$ cat config.mk
export PLATFORM = sky130hd
export DESIGN_NAME = transfer_datapath
export DESIGN_NICKNAME = d
export VERILOG_FILES = /design/src/rtl/transfer_datapath.sv
export SDC_FILE = /design/constraint.sdc
export NUM_CORES = 1
export LEC_CHECK = 0
export CORE_ASPECT_RATIO = 0.9
export CORE_MARGIN = 2
export CORE_UTILIZATION = 45
export CTS_BUF_LIST = sky130_fd_sc_hd__clkbuf_8
export CTS_CLUSTER_SIZE = 20
export DETAILED_ROUTE_END_ITERATION = 10
export PLACE_DENSITY = 0.75
export SLEW_MARGIN = 25
export SYNTH_ARGS = -nofsm -noshare
export SYNTH_HDL_FRONTEND = slang
export SYNTH_SLANG_ARGS = --single-unit
$ cat constraint.sdc
create_clock -name i_clk -period 2.8 [get_ports i_clk]
set_input_delay 0.56 -clock i_clk [delete_from_list [all_inputs] [get_ports i_clk]]
set_output_delay 0.56 -clock i_clk [all_outputs]
set_load 0.005 [all_outputs]
$ cat src/rtl/transfer_datapath.sv
// Register-transfer datapath behind the microcoded control unit: PC, SP, MA, MD,
// IR, A, AP and OUT, with one 4-bit transfer command executed per clock.
module transfer_datapath #(
    parameter int                DATA_W  = 8,
    parameter logic [DATA_W-1:0] PC_INIT = 8'h00,
    parameter logic [DATA_W-1:0] SP_INIT = 8'hFF
) (
    input  logic              i_clk,
    input  logic              i_rst,
    input  logic [3:0]        i_transfer_cmd,
    input  logic              i_inc_pc,
    input  logic [1:0]        i_inc_dec_sp,
    input  logic              i_alu_res_to_ap,
    input  logic              i_reset_ir,
    input  logic [DATA_W-1:0] i_alu_result,
    input  logic [DATA_W-1:0] i_in_data,
    input  logic [DATA_W-1:0] i_mem_rdata,
    output logic [DATA_W-1:0] o_mem_addr,
    output logic [DATA_W-1:0] o_mem_wdata,
    output logic              o_mem_we,
    output logic [7:0]        o_opcode,
    output logic [DATA_W-1:0] o_a,
    output logic [DATA_W-1:0] o_ap,
    output logic [DATA_W-1:0] o_pc,
    output logic [DATA_W-1:0] o_sp,
    output logic [DATA_W-1:0] o_out_data,
    output logic              o_out_valid
);

    typedef enum logic [3:0] {
        CMD_NOP      = 4'h0,
        CMD_MA_PC    = 4'h1,
        CMD_MD_MEM   = 4'h2,
        CMD_IR_MD    = 4'h3,
        CMD_MA_MD    = 4'h4,
        CMD_ACC_MD   = 4'h5,
        CMD_MA_AP    = 4'h6,
        CMD_MA_SP    = 4'h7,
        CMD_MD_ACC   = 4'h8,
        CMD_MEM_WR   = 4'h9,
        CMD_ACC_ALU  = 4'hA,
        CMD_PC_MD    = 4'hB,
        CMD_A_IN     = 4'hC,
        CMD_OUT_A    = 4'hD,
        CMD_PC_AP    = 4'hE,
        CMD_MD_PC    = 4'hF
    } cmd_e;

    logic [DATA_W-1:0] pc_q, pc_d;
    logic [DATA_W-1:0] sp_q, sp_d;
    logic [DATA_W-1:0] ma_q, ma_d;
    logic [DATA_W-1:0] md_q, md_d;
    logic [DATA_W-1:0] ir_q, ir_d;
    logic [DATA_W-1:0] a_q, a_d;
    logic [DATA_W-1:0] ap_q, ap_d;
    logic [DATA_W-1:0] out_q, out_d;
    logic              out_valid_q, out_valid_d;

    cmd_e cmd;
    logic sel_ap;

    assign cmd = cmd_e'(i_transfer_cmd);

    // Opcodes whose memory operand lives in AP rather than A.
    assign sel_ap = ir_q[1] | (ir_q == DATA_W'(8'hC1));

    always_comb begin
        pc_d        = pc_q;
        sp_d        = sp_q;
        ma_d        = ma_q;
        md_d        = md_q;
        ir_d        = ir_q;
        a_d         = a_q;
        ap_d        = ap_q;
        out_d       = out_q;
        out_valid_d = 1'b0;

        if (i_inc_pc) begin
            pc_d = pc_q + DATA_W'(1);
        end

        case (i_inc_dec_sp)
            2'b01:   sp_d = sp_q + DATA_W'(1);
            2'b10:   sp_d = sp_q - DATA_W'(1);
            default: sp_d = sp_q;
        endcase

        if (i_reset_ir) begin
            ir_d = '0;
        end

        // Placed after the strobes so that a load of PC or IR overrides them.
        case (cmd)
            CMD_MA_PC:   ma_d = pc_q;
            CMD_MD_MEM:  md_d = i_mem_rdata;
            CMD_IR_MD:   ir_d = md_q;
            CMD_MA_MD:   ma_d = md_q;
            CMD_ACC_MD: begin
                if (sel_ap) ap_d = md_q;
                else        a_d  = md_q;
            end
            CMD_MA_AP:   ma_d = ap_q;
            CMD_MA_SP:   ma_d = sp_q;
            CMD_MD_ACC:  md_d = sel_ap ? ap_q : a_q;
            CMD_ACC_ALU: begin
                if (i_alu_res_to_ap) ap_d = i_alu_result;
                else                 a_d  = i_alu_result;
            end
            CMD_PC_MD:   pc_d = md_q;
            CMD_A_IN:    a_d  = i_in_data;
            CMD_OUT_A: begin
                out_d       = a_q;
                out_valid_d = 1'b1;
            end
            CMD_PC_AP:   pc_d = ap_q;
            CMD_MD_PC:   md_d = pc_q;
            default: ;
        endcase
    end

    always_ff @(posedge i_clk) begin
        if (i_rst) begin
            pc_q        <= PC_INIT;
            sp_q        <= SP_INIT;
            ma_q        <= '0;
            md_q        <= '0;
            ir_q        <= '0;
            a_q         <= '0;
            ap_q        <= '0;
            out_q       <= '0;
            out_valid_q <= 1'b0;
        end else begin
            pc_q        <= pc_d;
            sp_q        <= sp_d;
            ma_q        <= ma_d;
            md_q        <= md_d;
            ir_q        <= ir_d;
            a_q         <= a_d;
            ap_q        <= ap_d;
            out_q       <= out_d;
            out_valid_q <= out_valid_d;
        end
    end

    assign o_mem_we    = (cmd == CMD_MEM_WR) & ~i_rst;
    assign o_mem_addr  = ma_q;
    assign o_mem_wdata = md_q;
    assign o_opcode    = ir_q[7:0];
    assign o_a         = a_q;
    assign o_ap        = ap_q;
    assign o_pc        = pc_q;
    assign o_sp        = sp_q;
    assign o_out_data  = out_q;
    assign o_out_valid = out_valid_q;

endmodule

==> results.json, run 1 <==
{
  "outcome": "finished, final reports clean",
  "fp.dieH_um": 92.6,
  "ys_top_cells_by_count": "dfxtp_1 (65), nor2_1 (47), a21oi_1 (45)",
  "viasPerCell": 5.96,
  "syn_avg_cell_area_um2": 8.23,
  "synthTopCellsByArea": "dfxtp_1 (33%), a21oi_1 (5.7%), nor2_1 (4.5%)",
  "seq_area_frac_synth": 0.331,
  "crit_path_end": "o_mem_we",
  "hold_start": "o_out_data[3]",
  "startpoint_type": "primary input",
  "cp_slowest_cell": "clkdlybuf4s50_1",
  "vias": 4141,
  "critPathLaunch": "i_transfer_cmd[0]",
  "cts_tree": "built",
  "rows": 32,
  "min_path_type": "reg -> reg",
  "yosysTopAreaCellShare": 0.331,
  "relSlewSlack": 0.535,
  "cts_hold_buffers": 0,
  "tritoncts.num_buffers": 9,
  "placed_area_um2": 5020,
  "start_util": 0.461,
  "antenna_cells": 0,
  "drc": 0,
  "path_class": "in -> out",
  "cts_sinks": 65,
  "worstPathArrival_ns": 2.06,
  "r2r_setup_slack_ns": 0.69,
  "cts_resized": 0,
  "synth.most_common_cell": "dfxtp_1",
  "drtIter0Drc": 387,
  "worst_skew_pair.late_latency_ns": 0.36,
  "grt_first_pass_wirelength_um": 20200,
  "synth_cell_types": 60,
  "critPathCaptureType": "output pin",
  "ys_seq_elements": 65,
  "fin_skew_ns": 0.0154,
  "antenna_found_initial": 0,
  "reg2reg_to": "o_sp[6]",
  "core-area_um2": 8530,
  "drive_gt1_frac": 0.122,
  "max-vdd-ir-drop_mv": 0.300,
  "ant_nets": 0,
  "grt_pass1_vias": 3852,
  "cts_buffer_depth": 2,
  "fp.dieW_um": 102,
  "dr.pass1.iters": 5,
  "gp_congestion": 0.946,
  "cts.reportedPaths.clkPinSlew_ns": 0.07,
  "cp_max_fo": 2,
  "cts_root_buf": "clkbuf_8",
  "slew_violations": 0,
  "setup_slack_ns": 0.179,
  "synth_ff_type": "dfxtp_1",
  "synth_edf_count": 0,
  "wl_per_cell_um": 18.6,
  "fmax_ghz": 0.382,
  "synthToLayoutAreaGrowth_pct": 33.3,
  "p_leak_nw": 1.81,
  "finalSetupViolations": 0,
  "worst-r2r-cell-count": 7,
  "synth_fp_nets": 516,
  "drt_wl_total_um": 12900,
  "portBuffers": 100,
  "hold_violations": 0,
  "path_cells": "clkdlybuf4s50_1 > nand2b_1 > nor4b_1 > clkdlybuf4s50_1",
  "num_io_pins": 101,
  "place_ws_ns": -0.110,
  "synthArstFlopShare": 0,
  "period_share": 0.936,
  "cap_violations": 0,
  "period_needed_ns": 2.62,
  "worstMarginPinSlew_ns": 0.697,
  "grt.total_usage": 0.278,
  "cp_common_cell": "clkdlybuf4s50_1",
  "powerDensity_nw_per_um2": 479,
  "grt_overflow": 0,
  "synth_largest_area_cell": "dfxtp_1",
  "required_ns": 2.24,
  "dieArea_um2": 9490,
  "htreeDepth": 3,
  "netlist_instances": 477,
  "rsz0062_at_grt": "false",
  "grt_start_max_net_pins": 67,
  "design_area_um2": 5240,
  "postCtsSetupBuffers": 0,
  "r2r_start": "o_sp[1]",
  "synth_area_um2": 3930,
  "dp.final_hpwl_um": 9380,
  "layout.nets": 610,
  "cpPeakStageDelay_ns": 0.58,
  "synth-warning-count": 0
}
==> stage by stage <==
step | hold slack, ns | setup TNS, ns | power [mW] | std cells | utilization
CTS | 0.463 | 0 | 2.50 | 695 | 0.614
global placement | 0.443 | 0 | 1.61 | 679 | 0.588
detailed placement | 0.452 | -0.110 | 1.63 | 679 | 0.588
floorplan | 0.453 | 0 | 1.37 | 477 | -
finish | 0.459 | 0 | 2.51 | 695 | 0.614
global route | 0.495 | 0 | 2.61 | 695 | 0.614
==> per-layer routing <==
layer  vias to the layer above  track usage  wire, µm
li1                       1945            -         -
met1                      1970        0.376      5540
met2                       198        0.436      6060
met3                        28       0.0619       996
met4                         0       0.0889       321
met5                         -            0         0
==> flip-flops by register name (all words and copies together) (netlist names) <==
signal / cells
o_a: 8
o_ap: 8
o_mem_addr: 8
o_mem_wdata: 8
o_opcode: 8
o_out_data: 8
o_pc: 8
o_sp: 8
o_out_valid: 1
==> cell type report <==
cell class / instances / area, µm²
fill: 741 / 3290
multi-input combinational: 370 / 2390
sequential: 65 / 1300
timing repair buffer: 122 / 1160
tap: 119 / 149
clock buffer: 9 / 124
clock inverter: 7 / 93.8
inverter: 3 / 11.3
==> worst max-delay path: cells and delay by family <==
kind                   cells  cell delay (ns)
buffers and inverters      2             1.08
AND/OR/NAND/NOR            2             0.41
==> power breakdown <==
part | switching, mW | internal [mW]
registers | 0.104 | 0.971
clock network | 0.392 | 0.501
logic | 0.256 | 0.283
total | 0.751 | 1.75
==> worst min path at each step <==
stage               cells after the start  slack [ns]             to
detailed placement                      2        0.45  o_out_data[3]
floorplan                               2        0.45  o_out_data[0]
finish                                  2        0.46  o_out_data[3]
global placement                        2        0.44  o_out_data[0]
global route                            2        0.50  o_out_data[5]
CTS                                     2        0.46  o_out_data[3]
==> placed cells by master, fill, tap and decap left out, types with 11 or more instances in the layout <==
cell             count
nor3_1              16
o22ai_1             11
nand2_1             43
mux2_2              14
dfxtp_1             65
o21ai_0             34
mux2i_1             12
clkdlybuf4s50_1     99
buf_4               22
a21oi_1             45
a211oi_1            18
nor2_1              47
==> cell families after synthesis <==
group / count (synthesis) / synth area share
XOR/XNOR: 6 / 0.0134
flip-flops: 65 / 0.331
multiplexers: 28 / 0.0765
buffers and inverters: 42 / 0.0589
adder cells (fa/ha/maj): 4 / 0.0127
AO/OA/AOI/OAI: 163 / 0.282
AND/OR/NAND/NOR: 169 / 0.225
(Power assumes the default switching activity.)
==> run 2: changes to the inputs <==
Settings changed: CORE_MARGIN 2 to 1.5, CTS_BUF_LIST sky130_fd_sc_hd__clkbuf_8 to unset.
==> run 2 against run 1 <==
Compared with the run above:
- die area fell by 2.0%
- sequential power is essentially flat
- count of clock-buffer cells in the layout increased by 2
- highest routed layer unchanged
- cell count fell by 0.14%
- fmax up 3.0%
- critical path depth stayed put
- first-iteration DRC count decreased by 25%
- sequential cell count stayed put
- critical path type unchanged
- hold slack worse by 0.0037 ns
- total power fell by 7.5%
- clock power shrank 22%
==> results.json, run 2 (same netlist as run 1, synthesis figures left out) <==
{
  "start_util": 0.461,
  "viasPerCell": 5.87,
  "whs_ns": 0.455,
  "tritoncts.num_buffers": 9,
  "worstMarginPinSlew_ns": 0.685,
  "min_path_type": "reg -> reg",
  "cts_buffer_depth": 2,
  "hold_depth": 2,
  "gp_congestion": 0.870,
  "layout.nets": 609,
  "stdcell_count": 694,
  "cp_slowest_cell": "clkdlybuf4s50_1",
  "r2r_setup_slack_ns": 0.79,
  "dr.pass1.iters": 5,
  "rsz0062_at_grt": "false",
  "grt_first_pass_wirelength_um": 19700,
  "fp.dieW_um": 101,
  "cts_hold_buffers": 0,
  "cts_sinks": 65,
  "clockPowerShare": 0.301,
  "drt_wl_total_um": 12500,
  "p_leak_nw": 1.78,
  "power_mw": 2.32,
  "hold_violations": 0,
  "vias": 4074,
  "grt_start_max_net_pins": 64,
  "antenna_cells": 0,
  "drc": 0,
  "cts_root_buf": "clkbuf_8",
  "p_comb_frac": 0.235,
  "htreeDepth": 3,
  "cap_violations": 0,
  "period_needed_ns": 2.54,
  "rows": 32,
  "grt.total_usage": 0.272,
  "r2r_start": "o_sp[1]",
  "grt_overflow": 0,
  "portBuffers": 100,
  "place.detailed.instances": 678,
  "cts_resized": 0,
  "period_share": 0.908,
  "num_io_pins": 101,
  "slew_violations": 0,
  "layout_commonest_cell": "clkdlybuf4s50_1",
  "fin_skew_ns": 0.00823,
  "worst_skew_pair.late_latency_ns": 0.35,
  "dieArea_um2": 9300,
  "crit_buf_inv": 2,
  "final_cell_mix": "clkdlybuf4s50_1 (99), dfxtp_1 (65), nor2_1 (47), a21oi_1 (45), nand2_1 (43)",
  "power_frac_seq": 0.464,
  "drtIter0Drc": 290,
  "finalSetupViolations": 0,
  "crit_family": "buffers and inverters",
  "cts.reportedPaths.clkPinSlew_ns": 0.07,
  "reg2reg_to": "o_sp[6]",
  "path_class": "in -> out",
  "grt_pass1_vias": 3831,
  "cpPeakStageDelay_ns": 0.57,
  "drive_gt1_frac": 0.118,
  "cp_max_fo": 2,
  "worstPathArrival_ns": 1.98,
  "relSlewSlack": 0.544,
  "p_sw_mw": 0.739,
  "fin_tns_setup_ns": 0,
  "core-area_um2": 8530,
  "cp_common_cell": "clkdlybuf4s50_1",
  "switching_share": 0.319,
  "powerDensity_nw_per_um2": 447,
  "max-vdd-ir-drop_mv": 0.315,
  "wl_per_cell_um": 18.0,
  "fp.dieH_um": 91.6,
  "worst-r2r-cell-count": 8,
  "cts_tree": "built",
  "fmax_ghz": 0.393,
  "critPathCaptureType": "output pin",
  "min_to": "o_out_data[5]",
  "hold_start": "o_out_data[5]",
  "required_ns": 2.24,
  "ant_nets": 0,
  "synthToLayoutAreaGrowth_pct": 32.0,
  "startpoint_type": "primary input",
  "antenna_found_initial": 0,
  "p_int_mw": 1.58,
  "postCtsSetupBuffers": 0,
  "postLayoutCoreUtil": 0.608,
  "outcome": "finished, final reports clean",
  "path_cells": "clkdlybuf4s50_1 > nand2b_1 > nor4b_1 > clkdlybuf4s50_1",
  "dp.final_hpwl_um": 8970
}
run 2: changes by cell type in the layout (fill, tap and decap cells not counted):
cell,previous run,this run
bufinv_16,2,0
buf_4,22,20
clkinv_2,1,3
clkinv_4,1,2
inv_1,4,3
clkinvlp_4,1,0
inv_6,1,0
buf_12,0,1
clkbuf_1,0,2
run 2: area by class of cell:
cell class,instances,area [µm²]
tap,119,149
clock buffer,11,131
sequential,65,1300
timing repair buffer,121,1170
inverter,3,11.3
fill,769,3340
clock inverter,5,32.5
multi-input combinational,370,2390
run 2: worst max-delay path by stage:
stage,slack [ns],endpoint,cells after the start,start
2_1_floorplan,0.25,o_sp[6],11,i_inc_dec_sp[0]
3_3_place_gp,0.04,o_sp[6],10,i_inc_dec_sp[0]
3_5_place_dp,-0.06,o_sp[6],10,i_inc_dec_sp[0]
5_1_grt,0.09,o_mem_we,4,i_transfer_cmd[1]
6_report,0.26,o_mem_we,4,i_transfer_cmd[1]
4_1_cts,0.24,o_mem_we,4,i_transfer_cmd[1]
run 2: metrics by stage:
stage | worst slack (ns) | cell area, µm²
after floorplan | 0.248 | 3930
after global placement | 0.0419 | 5020
after detailed placement | -0.0560 | 5020
after CTS | 0.242 | 5190
after global routing | 0.0943 | 5190
final | 0.257 | 5190
run 2: worst register-to-register path, stage by stage (launching register included):
cell and delay [ns]:
dfxtp_1 0.30, buf_4 0.17, xor2_1 0.17, ha_1 0.20
or3_1 0.35, a21oi_2 0.17, o31ai_1 0.11, a2111oi_0 0.35
a211oi_1 0.08
run 2: power groups by stage:
stage	sequential, mW	combinational [mW]	clock [mW]
final	1.07	0.544	0.698
after floorplan	1.04	0.337	0
after global placement	1.09	0.524	0
after detailed placement	1.09	0.536	0
after global routing	1.08	0.591	0.736
after CTS	1.07	0.540	0.709
run 2: per-layer routing:
layer,share of wire,vias up,GRT usage
met5,0,-,0
met4,0.030,0,0.117
met3,0.083,30,0.0633
met2,0.45,176,0.413
met1,0.44,1920,0.367
li1,-,1948,-
